### src/rtl/stall_ctrl_pkg.sv
// rtl/stall_ctrl_pkg.sv - shared types for the pipeline stall/flush controller
package stall_ctrl_pkg;

  typedef enum logic {
    RUN = 1'b0,
    LU2 = 1'b1
  } stall_state_t;

  typedef struct packed {
    logic stall_f;
    logic stall_d;
    logic stall_e;
    logic stall_m;
    logic flush_d;
    logic flush_e;
    logic flush_w;
  } stall_t;

endpackage

### src/rtl/stall_ctrl_shadow_reg.sv
// rtl/stall_ctrl_shadow_reg.sv - shadow write-back register captured on the first cycle of a freeze
module shadow_reg #(
  parameter int XLEN = 64,
  parameter int RA_W = 5
) (
  input  logic            clk,
  input  logic            reset,
  input  logic            stall_e,
  input  logic            w_stat,
  input  logic            w_reg_write,
  input  logic [RA_W-1:0] w_dst,
  input  logic [XLEN-1:0] w_wd,
  output logic [RA_W-1:0] s_wa,
  output logic            s_has_value,
  output logic [XLEN-1:0] s_wd
);

  logic [RA_W-1:0] swa_q, swa_d;
  logic [XLEN-1:0] swd_q, swd_d;
  logic            has_q, has_d;
  logic            capture;

  // W is bubbled after the first frozen cycle, so only that cycle can capture
  assign capture = stall_e & ~has_q & w_stat & w_reg_write & (w_dst != '0);

  always_comb begin
    swa_d = swa_q;
    swd_d = swd_q;
    has_d = has_q;
    if (capture) begin
      swa_d = w_dst;
      swd_d = w_wd;
      has_d = 1'b1;
    end else if (!stall_e) begin
      has_d = 1'b0;
    end
  end

  always_ff @(posedge clk or posedge reset) begin
    if (reset) begin
      swa_q <= '0;
      swd_q <= '0;
      has_q <= 1'b0;
    end else begin
      swa_q <= swa_d;
      swd_q <= swd_d;
      has_q <= has_d;
    end
  end

  assign s_wa        = swa_q;
  assign s_has_value = has_q;
  assign s_wd        = swd_q;

endmodule

### src/rtl/stall_ctrl.sv
// rtl/stall_ctrl.sv - hazard detection and per-stage stall/flush control for the 5-stage core
module stall_ctrl
  import stall_ctrl_pkg::*;
#(
  parameter int XLEN = 64,
  parameter int RA_W = 5
) (
  input  logic            clk,
  input  logic            reset,
  input  logic [RA_W-1:0] Dra1,
  input  logic [RA_W-1:0] Dra2,
  input  logic            DUse1,
  input  logic            DUse2,
  input  logic            DBranch,
  input  logic            DBranchTaken,
  input  logic [RA_W-1:0] Edst,
  input  logic            ERegWrite,
  input  logic            EMemRead,
  input  logic [RA_W-1:0] Wdst,
  input  logic            WRegWrite,
  input  logic            WStat,
  input  logic [XLEN-1:0] Wwd,
  input  logic            imem_busy,
  input  logic            dmem_busy,
  output logic            stallF,
  output logic            stallD,
  output logic            stallE,
  output logic            stallM,
  output logic            flushD,
  output logic            flushE,
  output logic            flushW,
  output logic [RA_W-1:0] Swa,
  output logic            ShasValue,
  output logic [XLEN-1:0] Sregwd
);

  stall_state_t state_q, state_d;
  stall_t       ctl;
  logic         hit_e, lu, br1, br2, hz_stall;

  assign hit_e = ERegWrite & (Edst != '0) &
                 ((DUse1 & (Edst == Dra1)) | (DUse2 & (Edst == Dra2)));
  assign lu    = hit_e & EMemRead;
  assign br1   = hit_e & DBranch & ~EMemRead;
  assign br2   = lu & DBranch;

  // In LU2 the load has moved to M, so the hazard terms no longer see it
  assign hz_stall = (state_q == LU2) | lu | br1;

  always_comb begin
    ctl = '0;
    if (dmem_busy) begin
      ctl.stall_f = 1'b1;
      ctl.stall_d = 1'b1;
      ctl.stall_e = 1'b1;
      ctl.stall_m = 1'b1;
      ctl.flush_w = 1'b1;
    end else if (hz_stall) begin
      ctl.stall_f = 1'b1;
      ctl.stall_d = 1'b1;
      ctl.flush_e = 1'b1;
    end else begin
      ctl.stall_f = imem_busy;
      ctl.flush_d = imem_busy | DBranchTaken;
    end
  end

  always_comb begin
    state_d = state_q;
    if (!dmem_busy) begin
      if (state_q == LU2) state_d = RUN;
      else if (br2)       state_d = LU2;
    end
  end

  always_ff @(posedge clk or posedge reset) begin
    if (reset) state_q <= RUN;
    else       state_q <= state_d;
  end

  assign stallF = ctl.stall_f;
  assign stallD = ctl.stall_d;
  assign stallE = ctl.stall_e;
  assign stallM = ctl.stall_m;
  assign flushD = ctl.flush_d;
  assign flushE = ctl.flush_e;
  assign flushW = ctl.flush_w;

  shadow_reg #(
    .XLEN(XLEN),
    .RA_W(RA_W)
  ) u_shadow (
    .clk         (clk),
    .reset       (reset),
    .stall_e     (ctl.stall_e),
    .w_stat      (WStat),
    .w_reg_write (WRegWrite),
    .w_dst       (Wdst),
    .w_wd        (Wwd),
    .s_wa        (Swa),
    .s_has_value (ShasValue),
    .s_wd        (Sregwd)
  );

endmodule

### config.mk
export PLATFORM = sky130hd
export DESIGN_NAME = stall_ctrl
export DESIGN_NICKNAME = d
export VERILOG_FILES = /design/src/rtl/stall_ctrl_pkg.sv /design/src/rtl/stall_ctrl_shadow_reg.sv /design/src/rtl/stall_ctrl.sv
export SDC_FILE = /design/constraint.sdc
export NUM_CORES = 1
export LEC_CHECK = 0
export BUFFER_PORTS_ARGS = -buffer_cell sky130_fd_sc_hd__buf_2
export CAP_MARGIN = 10
export CORE_UTILIZATION = 40
export CTS_BUF_LIST = sky130_fd_sc_hd__clkbuf_2
export DETAILED_ROUTE_END_ITERATION = 7
export PLACE_DENSITY = 0.78
export SKIP_LAST_GASP = 1
export SYNTH_ARGS = -nofsm -noshare
export SYNTH_HDL_FRONTEND = slang
export SYNTH_SLANG_ARGS = --single-unit
export TNS_END_PERCENT = 5
### constraint.sdc
create_clock -name clk -period 2.3 [get_ports clk]
set_clock_uncertainty 0.15 [all_clocks]
set_input_delay 0.23 -clock clk [delete_from_list [all_inputs] [get_ports clk]]
set_output_delay 0.23 -clock clk [all_outputs]
set_load 0.05 [all_outputs]
==> out/qor.yml <==
sta:
  holdWs_ps: 104
  fin_crit_sh_pct: 96.4
  setup_viol: 0
  max_freq_ghz: 0.451
  relSlewSlack_pct: 65.4
  drv_slew: 0
  fin_crit_ps: 2220
  hold_viol_final: 0
  rsz0062_at_grt: "false"
  finalWorstSetupSlack_ps: 83.0
  tightest_slew_ps: 519
drt:
  ant_nets: 0
  routed_via_density: 4.60
  post-route-drc-count: 0
  wirelength_mm: 7.98
  first_iter_violations: 43
  vias: 2491
  first_pass_iters: 4
  wl_per_cell_um: 14.7
synth:
  ys_types: 26
  netlist.area_leader.share_pct: 61.2
  synth_area_leader_cell: "dfrtp_1"
  syn_area_um2: 2900
  synth_area_per_cell_um2: 15.3
  ys_ff_latch: 71
  synth_nets: 286
  synth_area_leaders: "dfrtp_1, mux2_2, buf_6, xor2_1, nand2_1"
  synth_cells: 190
  synth_warnings: 0
  synth_seq_area_share_pct: 61.2
  postSynth.asyncResetShare_pct: 100
  synth_edf_count: 0
  ys.flop_type: "dfrtp_1"
floorplan:
  core_um2: 6910
  start_util_pct: 42.0
  die-area_um2: 7600
  fp.dieW_um: 87.2
  ioPinCount: 173
  die_h_um: 87.2
  rows: 30
flow_run:
  maxCapViolCount: 0
final_layout:
  final_util_pct: 68.8
  nFillCells: 541
  multiInputGateArea_um2: 1030
  seqCellArea_um2: 1780
  drive_above_1_share_pct: 59.2
  area_growth_pct: 63.7
  final_nets: 537
  diodes: 0
place:
  hpwl_mm: 4.99
  pre_cts_ws_ps: 263
  numPortBuffers: 172
  place_congestion: 0.772
hold_path:
  hold_path.class: "in -> reg"
clocking:
  clock_latency_ps: 450
  clockBufferDepth: 2
  cts_buffers: 9
  post_cts_buffers: 0
  cts_sinks: 71
  clk_pin_slew_ps: 190
  htreeDepth: 3
  cts_tree: "done"
  clock-root-buffer: "clkbuf_2"
power_and_ir_drop:
  p_clk_share_pct: 20.1
  max-vdd-ir-drop_mv: 0.562
  seq_power_share_pct: 37.0
  p_switching_w: 0.00193
  p_leak_nw: 2.38
  power_switching_share_pct: 42.9
  p_comb_share_pct: 43.0
  intPower_w: 0.00258
  power_per_cell_area_nw_per_um2: 950
grt:
  grt_usage_pct: 21.8
  grt_max_degree: 41
  antenna_found_initial: 0
  grt_pass1_wl_mm: 12.3
  grt_pass1_vias: 2673
  overflow: 0
setup_path:
  crit_fanout: 10
  startpoint_type: "input pin"
  worst_ep_arrival_time_ps: 2470
  end_kind: "flip-flop"
  crit_required_ps: 2560
  crit_type: "in -> reg"
status:
  outcome: "completed"
-- layout by cell type (no fill, tap or decap), types with 2 or more instances in the layout --
cell type,Yosys,layout
a22o_1,3,3
nor4_1,2,2
bufinv_16,0,3
dlygate4sd3_1,0,74
buf_4,3,3
clkbuf_2,0,11
xnor2_1,2,2
nand2_1,9,9
xor2_1,8,8
buf_12,0,2
mux2_2,64,64
buf_2,1,172
o21ai_0,4,4
dfrtp_1,71,71
-- critical path, cell delays in order --
cell and delay, ps:
dlygate4sd3_1 530, buf_2 180, nor2_2 140, nand3_1 80, dlygate4sd3_1 550, o31ai_1 180, dlygate4sd3_1 570
-- state kept, by name, indices dropped and copies added, names as in the netlist --
register	flops
u_shadow.s_wd	64
u_shadow.s_wa	5
state_q	1
u_shadow.s_has_value	1
-- final timing paths --
check / from / to / slack [ps] / depth (start not counted)
worst min-delay path: WStat / u_shadow.s_wa[1]$_DFFE_PP0P_ / 100 / 4
max in group asynchronous: reset / u_shadow.s_wa[0]$_DFFE_PP0P_ / 1340 / 4
min in group asynchronous: reset / u_shadow.s_wd[1]$_DFFE_PP0P_ / 210 / 4
worst max register to register: state_q$_DFFE_PP0N_ / state_q$_DFFE_PP0N_ / 100 / 5
worst max-delay path: dmem_busy / state_q$_DFFE_PP0N_ / 80 / 7
worst min register to register: u_shadow.s_wa[0]$_DFFE_PP0P_ / u_shadow.s_wa[0]$_DFFE_PP0P_ / 360 / 2
-- power groups by stage --
stage                     Combinational [W]  Sequential (W)  Clock (W)
after floorplan                    0.000352         0.00270          0
after global placement              0.00182         0.00167          0
after detailed placement            0.00184         0.00169          0
after CTS                           0.00194         0.00166   0.000936
after global routing                0.00202         0.00170   0.000991
final                               0.00194         0.00167   0.000905
-- metrics by stage --
step | area [um2] | setup TNS, ps | total power, W | cells
6_report | 4750 | 0 | 0.00451 | 542
3_5_place_dp | 3850 | 0 | 0.00353 | 452
5_1_grt | 4750 | 0 | 0.00472 | 542
4_1_cts | 4750 | 0 | 0.00453 | 542
3_3_place_gp | 3850 | 0 | 0.00348 | 452
2_1_floorplan | 2910 | -91.5 | 0.00305 | 190
-- Yosys cell counts, drive strengths merged (2+ instances only) --
library cell and n:
a22o 3, buf 11, dfrtp 71, mux2 64, nand2 9, nor2 2
nor4 2, o21ai 5, or4 2, xnor2 2, xor2 8
-- what timing repair did --
item | 4_1_cts | 5_1_grt
gates resized for setup | 0 | 1
endpoints found under the setup margin | 0 | 1
endpoints found under the hold margin | 142 | 0
hold buffers | 74 | 0
-- area by class of cell --
cell class | instances | area share, %
flip-flops and latches | 71 | 37.4
repair buffers | 251 | 35.0
multi-input cells | 107 | 21.6
well taps | 96 | 2.53
clock inverters | 5 | 2.24
clock buffers | 11 | 1.16
inverters | 1 | 0.0790
-- metal layers --
| metal | routed length [um] | track usage (%) | vias to the layer above |
|---|---|---|---|
| met1 | 2920 | 21.7 | 1189 |
| li1 | - | - | 1172 |
| met4 | 123 | 8.20 | 0 |
| met2 | 4360 | 41.8 | 118 |
| met5 | 0 | 0 | - |
| met3 | 584 | 6.92 | 12 |
-- logic make-up (layout without fill, tap and decap cells) --
logic type | after synthesis | in the layout | share of synthesized area [%]
DFF | 71 | 71 | 61.2
muxes | 64 | 64 | 24.8
AOI/OAI and AO/OA | 12 | 12 | 3.36
xor gates and xnor gates | 10 | 10 | 3.02
buffers and inverters | 12 | 268 | 3.79
and+or+nand+nor | 21 | 21 | 3.83
No activity file was read; power rests on OpenSTA's default activity.
